===== src/rtl/lock_pkg.sv =====
// Shared types and default timing for the lock sequencer.
package lock_pkg;

    localparam int unsigned DEF_PW_LEN         = 4;
    localparam int unsigned DEF_MAX_FAILS      = 3;
    localparam int unsigned DEF_LOCKOUT_CYCLES = 250_000_000;
    localparam int unsigned DEF_UNLOCK_CYCLES  = 500_000_000;
    localparam int unsigned DEF_RESULT_TIMEOUT = 15;
    localparam int unsigned TIMER_W            = 29;

    typedef enum logic [2:0] {
        IDLE,
        PROG,
        ENTRY,
        CHECK,
        WAIT,
        OPEN,
        LOCKOUT
    } state_t;

    // Single-cycle command pulses towards the code checker.
    typedef struct packed {
        logic store_value;
        logic input_value;
        logic compare;
        logic input_reset;
    } cmd_t;

endpackage


===== src/rtl/btn_edge.sv =====
// Two-flop synchronizer plus rising-edge detector for one button level.
// Ports: clk, resetn (sync, active-low), btn (async level), rise_c (edge, comb).
// All flops reset to 1 so a button held through reset yields no edge.
module btn_edge (
    input  logic clk,
    input  logic resetn,
    input  logic btn,
    output logic rise_c
);

    logic sync1_q;
    logic sync2_q;
    logic prev_q;

    always_ff @(posedge clk) begin
        if (!resetn) begin
            sync1_q <= 1'b1;
            sync2_q <= 1'b1;
            prev_q  <= 1'b1;
        end else begin
            sync1_q <= btn;
            sync2_q <= sync1_q;
            prev_q  <= sync2_q;
        end
    end

    assign rise_c = sync2_q & ~prev_q;

endmodule


===== src/rtl/lock_sequencer.sv =====
// Lock control FSM: converts button levels into checker command pulses,
// counts characters, waits for the compare result, holds unlock and
// enforces lockout after repeated failures.
// Ports: clk, resetn (sync, active-low); store_btn/input_btn/submit_btn
// (async levels); correct_password/invalid_password (checker result);
// store_value/input_value/compare/input_reset (1-cycle pulses);
// char_idx, unlock, sleep, fail_count (status). All outputs registered.
module lock_sequencer
    import lock_pkg::*;
#(
    parameter int unsigned PW_LEN         = DEF_PW_LEN,
    parameter int unsigned MAX_FAILS      = DEF_MAX_FAILS,
    parameter int unsigned LOCKOUT_CYCLES = DEF_LOCKOUT_CYCLES,
    parameter int unsigned UNLOCK_CYCLES  = DEF_UNLOCK_CYCLES,
    parameter int unsigned RESULT_TIMEOUT = DEF_RESULT_TIMEOUT
) (
    input  logic       clk,
    input  logic       resetn,
    input  logic       store_btn,
    input  logic       input_btn,
    input  logic       submit_btn,
    input  logic       correct_password,
    input  logic       invalid_password,
    output logic       store_value,
    output logic       input_value,
    output logic       compare,
    output logic       input_reset,
    output logic [1:0] char_idx,
    output logic       unlock,
    output logic       sleep,
    output logic [1:0] fail_count
);

    // Internal count must reach PW_LEN; the port shows it modulo 4.
    localparam int unsigned CNT_W = $clog2(PW_LEN + 1);

    logic sto_rise, inp_rise, sub_rise;
    logic sto_e, inp_e, sub_e;

    state_t             state_q, state_d;
    cmd_t               cmd_q, cmd_d;
    logic [CNT_W-1:0]   cnt_q, cnt_d;
    logic [1:0]         fail_q, fail_d, fail_inc;
    logic               unlock_q, unlock_d;
    logic               sleep_q, sleep_d;
    logic               pw_set_q, pw_set_d;
    logic               from_open_q, from_open_d;
    logic [TIMER_W-1:0] timer_q, timer_d;
    logic               do_fail;

    btn_edge u_store  (.clk(clk), .resetn(resetn), .btn(store_btn),  .rise_c(sto_rise));
    btn_edge u_input  (.clk(clk), .resetn(resetn), .btn(input_btn),  .rise_c(inp_rise));
    btn_edge u_submit (.clk(clk), .resetn(resetn), .btn(submit_btn), .rise_c(sub_rise));

    // Same-cycle edges: submit beats input beats store; losers are dropped.
    assign sub_e = sub_rise;
    assign inp_e = inp_rise & ~sub_rise;
    assign sto_e = sto_rise & ~inp_rise & ~sub_rise;

    // State and output registers.
    always_ff @(posedge clk) begin
        if (!resetn) begin
            state_q     <= IDLE;
            cmd_q       <= '0;
            cnt_q       <= '0;
            fail_q      <= '0;
            unlock_q    <= 1'b0;
            sleep_q     <= 1'b0;
            pw_set_q    <= 1'b0;
            from_open_q <= 1'b0;
            timer_q     <= '0;
        end else begin
            state_q     <= state_d;
            cmd_q       <= cmd_d;
            cnt_q       <= cnt_d;
            fail_q      <= fail_d;
            unlock_q    <= unlock_d;
            sleep_q     <= sleep_d;
            pw_set_q    <= pw_set_d;
            from_open_q <= from_open_d;
            timer_q     <= timer_d;
        end
    end

    // Next-state and next-output logic.
    always_comb begin
        state_d     = state_q;
        cmd_d       = '0;
        cnt_d       = cnt_q;
        fail_d      = fail_q;
        pw_set_d    = pw_set_q;
        from_open_d = from_open_q;
        fail_inc    = fail_q + 2'd1;
        do_fail     = 1'b0;

        case (state_q)
            IDLE: begin
                if (inp_e) begin
                    cmd_d.input_value = 1'b1;
                    cnt_d             = CNT_W'(1);
                    state_d           = ENTRY;
                end else if (sto_e && !pw_set_q) begin
                    from_open_d = 1'b0;
                    cnt_d       = '0;
                    state_d     = PROG;
                end
            end
            PROG: begin
                if (sub_e) begin
                    cmd_d.input_reset = 1'b1;
                    cnt_d             = '0;
                    state_d           = from_open_q ? OPEN : IDLE;
                end else if (inp_e) begin
                    cmd_d.store_value = 1'b1;
                    if (cnt_q == CNT_W'(PW_LEN - 1)) begin
                        cmd_d.input_reset = 1'b1;
                        cnt_d             = '0;
                        pw_set_d          = 1'b1;
                        state_d           = from_open_q ? OPEN : IDLE;
                    end else begin
                        cnt_d = cnt_q + CNT_W'(1);
                    end
                end
            end
            ENTRY: begin
                if (sub_e) begin
                    if (cnt_q == CNT_W'(PW_LEN)) begin
                        cmd_d.compare = 1'b1;
                        state_d       = CHECK;
                    end else begin
                        do_fail = 1'b1;
                    end
                end else if (inp_e && (cnt_q < CNT_W'(PW_LEN))) begin
                    cmd_d.input_value = 1'b1;
                    cnt_d             = cnt_q + CNT_W'(1);
                end
            end
            // compare is high during CHECK, so WAIT only sees later results.
            CHECK: state_d = WAIT;
            WAIT: begin
                if (invalid_password) begin
                    do_fail = 1'b1;
                end else if (correct_password) begin
                    fail_d            = '0;
                    cmd_d.input_reset = 1'b1;
                    cnt_d             = '0;
                    state_d           = OPEN;
                end else if (timer_q == TIMER_W'(RESULT_TIMEOUT - 1)) begin
                    do_fail = 1'b1;
                end
            end
            OPEN: begin
                if (sub_e || (timer_q == TIMER_W'(UNLOCK_CYCLES - 1))) begin
                    state_d = IDLE;
                end else if (sto_e) begin
                    from_open_d = 1'b1;
                    cnt_d       = '0;
                    state_d     = PROG;
                end
            end
            LOCKOUT: begin
                if (timer_q == TIMER_W'(LOCKOUT_CYCLES - 1)) begin
                    fail_d  = '0;
                    state_d = IDLE;
                end
            end
            default: state_d = IDLE;
        endcase

        // Shared failure path from short submit, mismatch and timeout.
        if (do_fail) begin
            fail_d            = fail_inc;
            cmd_d.input_reset = 1'b1;
            cnt_d             = '0;
            state_d           = (fail_inc == 2'(MAX_FAILS)) ? LOCKOUT : IDLE;
        end

        unlock_d = (state_d == OPEN);
        sleep_d  = (state_d == LOCKOUT);
        // Timer restarts on every state entry.
        timer_d  = (state_d != state_q) ? '0 : timer_q + TIMER_W'(1);
    end

    assign store_value = cmd_q.store_value;
    assign input_value = cmd_q.input_value;
    assign compare     = cmd_q.compare;
    assign input_reset = cmd_q.input_reset;
    assign char_idx    = 2'(cnt_q);
    assign unlock      = unlock_q;
    assign sleep       = sleep_q;
    assign fail_count  = fail_q;

endmodule


===== config.mk =====
export PLATFORM = sky130hd
export DESIGN_NAME = lock_sequencer
export DESIGN_NICKNAME = d
export VERILOG_FILES = /design/src/rtl/lock_pkg.sv /design/src/rtl/btn_edge.sv /design/src/rtl/lock_sequencer.sv
export SDC_FILE = /design/constraint.sdc
export NUM_CORES = 1
export LEC_CHECK = 0
export ABC_CLOCK_PERIOD_IN_PS = 6800
export BUFFER_PORTS_ARGS = -buffer_cell sky130_fd_sc_hd__buf_2
export CORE_ASPECT_RATIO = 0.9
export CORE_MARGIN = 2
export CORE_UTILIZATION = 25
export DETAILED_ROUTE_END_ITERATION = 8
export PLACE_DENSITY = 0.5
export SYNTH_ARGS = -nofsm -noshare
export SYNTH_HDL_FRONTEND = slang
export SYNTH_SLANG_ARGS = --single-unit

===== constraint.sdc =====
create_clock -name clk -period 6.8 [get_ports clk]
set_input_delay 1.7 -clock clk [delete_from_list [all_inputs] [get_ports clk]]
set_output_delay 1.7 -clock clk [all_outputs]
set_load 0.05 [all_outputs]

### Word-level counts from Yosys, hierarchy flattened

Cells that the tools add are included.

* add/subtract/negate cells: 3
* magnitude comparators: 1
* eq/ne operators: 28
* multiplexer cells: 56
* bitwise operators: 13
* reductions and logical operators: 16

Operator list (count)
* two-way mux 3 bit: 26
* adder 29 x 1 -> 29 bit (second input constant): 1
* == test 29 x 28 -> 1 bit (second input constant): 1
* == test 29 bit (second input constant): 1
* == test 29 x 4 -> 1 bit (second input constant): 1
* case mux 3 bit (7 select lines): 1
* two-way mux 1 bit: 19
* == test 3 bit (second input constant): 6
* inequality test 2 bit (second input constant): 8
* inequality test 3 bit (second input constant): 5
* case mux 3 bit (5 select lines): 1
* == test 3 x 2 -> 1 bit (second input constant): 3
* AND reduction 9 bit: 1
* two-way mux 2 bit: 4
* case mux 1 bit (2 select lines): 4
* AND reduction 4 bit: 2
* inverter 1 bit: 7
* bitwise AND 1 bit: 6
* AND reduction 5 bit: 1
* nonzero test 5 bit: 1
* case mux 2 bit (2 select lines): 1
* OR reduction 2 bit: 2
* adder 3 x 1 -> 3 bit (second input constant): 1
* == test 3 x 1 -> 1 bit (second input constant): 1
* other kinds (12): 13

* register bits: 54
* output and inout port bits: 10

### Depth between registers and ports, before layout

* depth in word-level cells: 12
* mapped depth: 10
* gate-level depth less buffers: 8

### Cells and area by module

A second synthesis with hierarchy kept.

* cells, all modules: 321
* area total of the unflattened synthesis: 2947.8 µm²

Modules (own cells, without submodules)
* lock_sequencer: times used 1, cells each 300, area each 2670.1 µm²
* btn_edge: times used 3, cells each 7, area each 92.6 µm²

### Worst setup path before layout

No wires, ideal clock.

* path type: in2reg
* start: input correct_password
* end: register timer_q[28]
* arrival time: 3.040 ns
* required time: 6.682 ns
* path slack: 3.642 ns
* cell stages on the path: 8
* cell sequence: nor4b_1 -> nand4_1 -> nor3_1 -> nor3_1 -> a211oi_2 -> buf_6 -> buf_8 -> nor3_2

* cells in the longest elaborated chain, start to end: 6

Ends and longest elaborated chain
* from (decl): line lock_sequencer.sv:22 `input logic correct_password,`
* two-way mux 3 bit or two-way mux 1 bit (tied branches): line lock_sequencer.sv:143 `end else if (correct_password) begin`
* two-way mux 3 bit or two-way mux 1 bit (tied branches): line lock_sequencer.sv:141 `if (invalid_password) begin`
* case mux 3 bit (7 select lines) or case mux 1 bit (2 select lines) (tied branches): line lock_sequencer.sv:96 `case (state_q)`
* two-way mux 3 bit (*): line lock_sequencer.sv:171 `if (do_fail) begin`
* inequality test 3 bit (*): line lock_sequencer.sv:181 `timer_d = (state_d != state_q) ? '0 : timer_q + TIMER_W'(1);`
* OR reduction 2 bit (no line) (*)
* to (signal assigned): line lock_sequencer.sv:81 `timer_q <= timer_d;`
* to (decl): line lock_sequencer.sv:48 `logic [TIMER_W-1:0] timer_q, timer_d;`

Mark *: on every way between the ends. The rest lies on a longest branch, timed or not.
A chain may end at the register's enable or synchronous reset.

### Worst setup path after layout

* start: input correct_password
* end: register timer_q[11]

Same word-level chain as after synthesis.

==> impl_summary.md <==
Timing
The worst path in the final design needs a cycle of 3.311 ns, including I/O delays and setup. In this run the tightest slew margin relative to its limit is 40.63%. The maximum clock frequency is 302.1 MHz.

The setup skew after layout is 0.007029 ns. The hold violation count in the final report is 0. After routing, the total negative slack on setup checks comes to 0 ns. The slew of the pin with the lowest slew margin is 0.8893 ns.

Setup repair after global routing left no endpoint under its margin. The final clock period utilization by the worst path is 48.68%. Setup violations remaining at the end of the flow were counted as 0. The final max-slew violation count is 0.

Worst setup path
The kind of cell with the highest combined delay along the critical path is simple AND/OR/NAND/NOR gates. The maximum fanout count along the critical path is 29. On the critical path, the stage with the largest delay is an instance of nor3_1. Measured in cells, the most critical reg-to-reg path has a length of 7. The most used cell along the critical path is nor3_1.

Data on the critical path arrives at its endpoint at 3.48 ns. The biggest cell delay along the critical path is 0.40 ns. The total stage count of the critical path is 8. The required time at the endpoint of the critical path is 6.97 ns. The worst setup path category is input pin to flop. The worst setup path is captured at a flop.

The number of buffers and inverters on the critical path is 2. The worst setup path is launched from an input pin. The critical path goes through buf_2 -> nor4b_1 -> nand4_1 -> nor3_1 -> nor3_1 -> a211oi_4 -> buf_4 -> nor3_1.

Synth
Summing every instance area after synthesis gives 2960 um2. Averaged over all synthesized cells, the footprint is 8.581 um2. The count of warnings emitted by yosys is 0. The fraction of registers with async set or reset after synthesis is 0%. Synthesis produced a netlist with a net count of 359. The number of different library cells used by synthesis comes to 58.

The synthesized netlist cell count is 345. Counting flops and latches in the post-synthesis netlist gives 54. Yosys mapped a number of flops with a built-in enable equal to 0. Among all flip-flop cells after synthesis, the most frequent one is dfxtp_1. The sequential area share after synthesis is 36.52%.

Power
For this design the total switching power over the nets is 146.6 uW. Sequential cells burn 50.0% of the power. The internal power component is 510.8 uW.

In this run switching power makes up 22.30% of total power. In this run the power density over the cells is 198.9 nW/um2. IR analysis of the VDD net gives a maximum drop of 0.00009421 V. The clock network accounts for 43.9% of the total power. Combinational logic is responsible for 6.1% of the overall power.

The leakage power of the design is 0.001101 uW.

Floorplanning
The number of rows created at floorplan is 37. The floorplan die width is 118.7 um. The region available for standard cell placement spans 11480 um2. The total die area is 12730 um2. Once the floorplan was initialized, standard cells occupied 25.78% of the core. In this run the count of I/O pins placed on the die edge is 17. The die outline height is 107.2 um.

Min path
Along the worst hold path, the cell count comes to 1. The path class of the tightest hold or removal check is flop to flop.

Detailed routing
The detail-routed via count per cell is 4.955. The detailed router finished its first iteration with 155 violations. The total iterations of the first detailed-routing run is 4. The routed wire length per instance is 13.88 um.

The count of antenna-violating nets left after detailed routing is 0. The total DRC errors in the routed layout is 0. For this block, the routed nets add up to 7023 um of wire. Across all layers, the routed design uses 2507 vias.

Clocking
Clock-pin slew was measured on the worst setup and hold paths at 0.07 ns. The TritonCTS sink count is 54. For the worst-skew pair, the clock arrives at the later sink with an insertion delay of 0.29 ns. CTS placed an instance of clkbuf_16 at the clock tree root.

The maximum buffer depth of the clock tree is 2. The number of gates resized after CTS was 0. CTS built an H-tree with a depth of 2. After clock tree synthesis, the setup repair step added 0 buffers. The total clock buffers created by CTS is 5. The number of hold buffers added after cts is 0. The clock tree from TritonCTS is done.

Placed design
The final weighted congestion of routability-driven global placement is 0.8612. The HPWL after detailed placement is 5030 um. In this run the tool buffered the top-level ports with 16 buffer cells. The placement-stage cell area is 3142 um2.

Global routing
For this run the aggregate overflow at the end of global routing stands at 0. The maximum number of pins on one net before global-route repair is 30. Global routing used 11.76% of the available tracks across all layers. The number of antenna violations at the first check in global routing is 0.

The via count of the first global-routing pass is 2391. The first-pass GRT wire length is 12080 um.

Finish
The number of diodes added for antenna fixing is 0. The share of cells above drive strength 1 is 12.29%. The final layout contains 363 nets. The cell area after layout is 3304 um2. Compared with the post-synthesis result, the final layout area differs by 11.62%. The library cell used most frequently in the layout, excluding fill and tap cells, is dfxtp_1. In the layout the commonest cells are 54 x dfxtp_1, 34 x nor3_1, 21 x nand2_1.

Status
The run finished with clean final reports.

Run
The count of max-cap constraint violations is 0.
[registers in the layout, summed over array words and instances, names as in the netlist, 2 cells and up]
| register | cells |
|---|---|
| timer_q | 29 |
| fail_count | 2 |
| state_q | 3 |
| cnt_q | 3 |
[worst register-to-register path, stage by stage (launching register included)]
cell      delay, ns
dfxtp_1        0.45
nand4_1        0.22
or4_1          0.63
nor4b_1        0.43
o22ai_1        0.26
a211oi_4       0.26
buf_4          0.38
nor3_1         0.13
[power by group through the flow]
stage | clock network [uW] | logic, uW | registers (uW)
3_3_place_gp | 0 | 40.3 | 336
6_report | 289 | 40.4 | 328
5_1_grt | 309 | 45.1 | 330
4_1_cts | 297 | 40.8 | 328
3_5_place_dp | 0 | 40.4 | 336
2_1_floorplan | 0 | 34.3 | 333
[kinds of logic (layout without fill, tap and decap cells)]
| kind of cell | after synthesis | after routing | share of synthesized area, % |
|---|---|---|---|
| AO/OA/AOI/OAI | 46 | 46 | 11.07 |
| buffers and inverters | 33 | 38 | 5.452 |
| AND/OR/NAND/NOR | 174 | 174 | 34.70 |
| flip-flops | 54 | 54 | 36.52 |
| adder cells (fa/ha/maj) | 7 | 7 | 2.958 |
| multiplexers | 3 | 3 | 1.014 |
| XOR/XNOR | 28 | 28 | 8.284 |
[per-stage QoR]
stage | hold slack (ns) | std cells | utilization, % | setup WS (ns) | power, uW
after floorplan | 0.3863 | 345 | - | 3.642 | 367.1
after global placement | 0.3949 | 498 | 27.36 | 3.247 | 376.0
after detailed placement | 0.3962 | 498 | 27.36 | 3.194 | 376.2
after CTS | 0.4118 | 506 | 28.78 | 3.497 | 666.1
after global routing | 0.4293 | 506 | 28.78 | 3.261 | 684.0
final | 0.4055 | 506 | 28.78 | 3.489 | 657.4
[final timing paths]
check	start	to	slack (ns)
max reg2reg	timer_q[23]	timer_q[11]	3.92
min reg2reg	u_input.sync1_q	u_input.sync2_q	0.41
max	correct_password	timer_q[11]	3.49
min	u_input.sync1_q	u_input.sync2_q	0.41
[cells in the mapped netlist (all sizes together), types with 3 or more instances]
cell type / number / area share, %
a211oi: 3 / 0.93
a21oi: 13 / 2.2
a31oi: 3 / 0.63
buf: 13 / 2.9
clkbuf: 8 / 1.0
dfxtp: 54 / 37
ha: 7 / 3.0
inv: 11 / 1.4
mux2i: 3 / 1.0
nand2: 21 / 2.7
nand2b: 11 / 2.3
nand3: 13 / 2.2
nand3b: 3 / 0.76
nand4: 18 / 3.8
nor2: 20 / 2.5
nor2b: 4 / 0.85
nor3: 44 / 9.1
nor3b: 4 / 1.0
nor4: 11 / 2.3
nor4b: 5 / 1.5
o21a: 4 / 1.0
o21ai: 6 / 1.4
o22ai: 3 / 0.63
or4: 6 / 1.9
xnor2: 10 / 3.0
xor2: 18 / 5.3
[routing by layer]
metal,share of wire (%),vias to the layer above,track usage (%)
met5,0,-,0
met4,2.6,0,5.272
met3,4.4,12,2.128
met2,41,60,17.32
met1,52,1164,16.62
li1,-,1271,-
[final cells by class]
cell class	count	area, um2
Multi-Input combinational cell	258	1725
Fill cell	1261	8177
Timing Repair Buffer	18	95.09
Clock inverter	1	30.03
Tap cell	156	195.2
Clock buffer	7	132.6
Sequential cell	54	1081
Inverter	12	45.04
(Power assumes the default switching activity.)
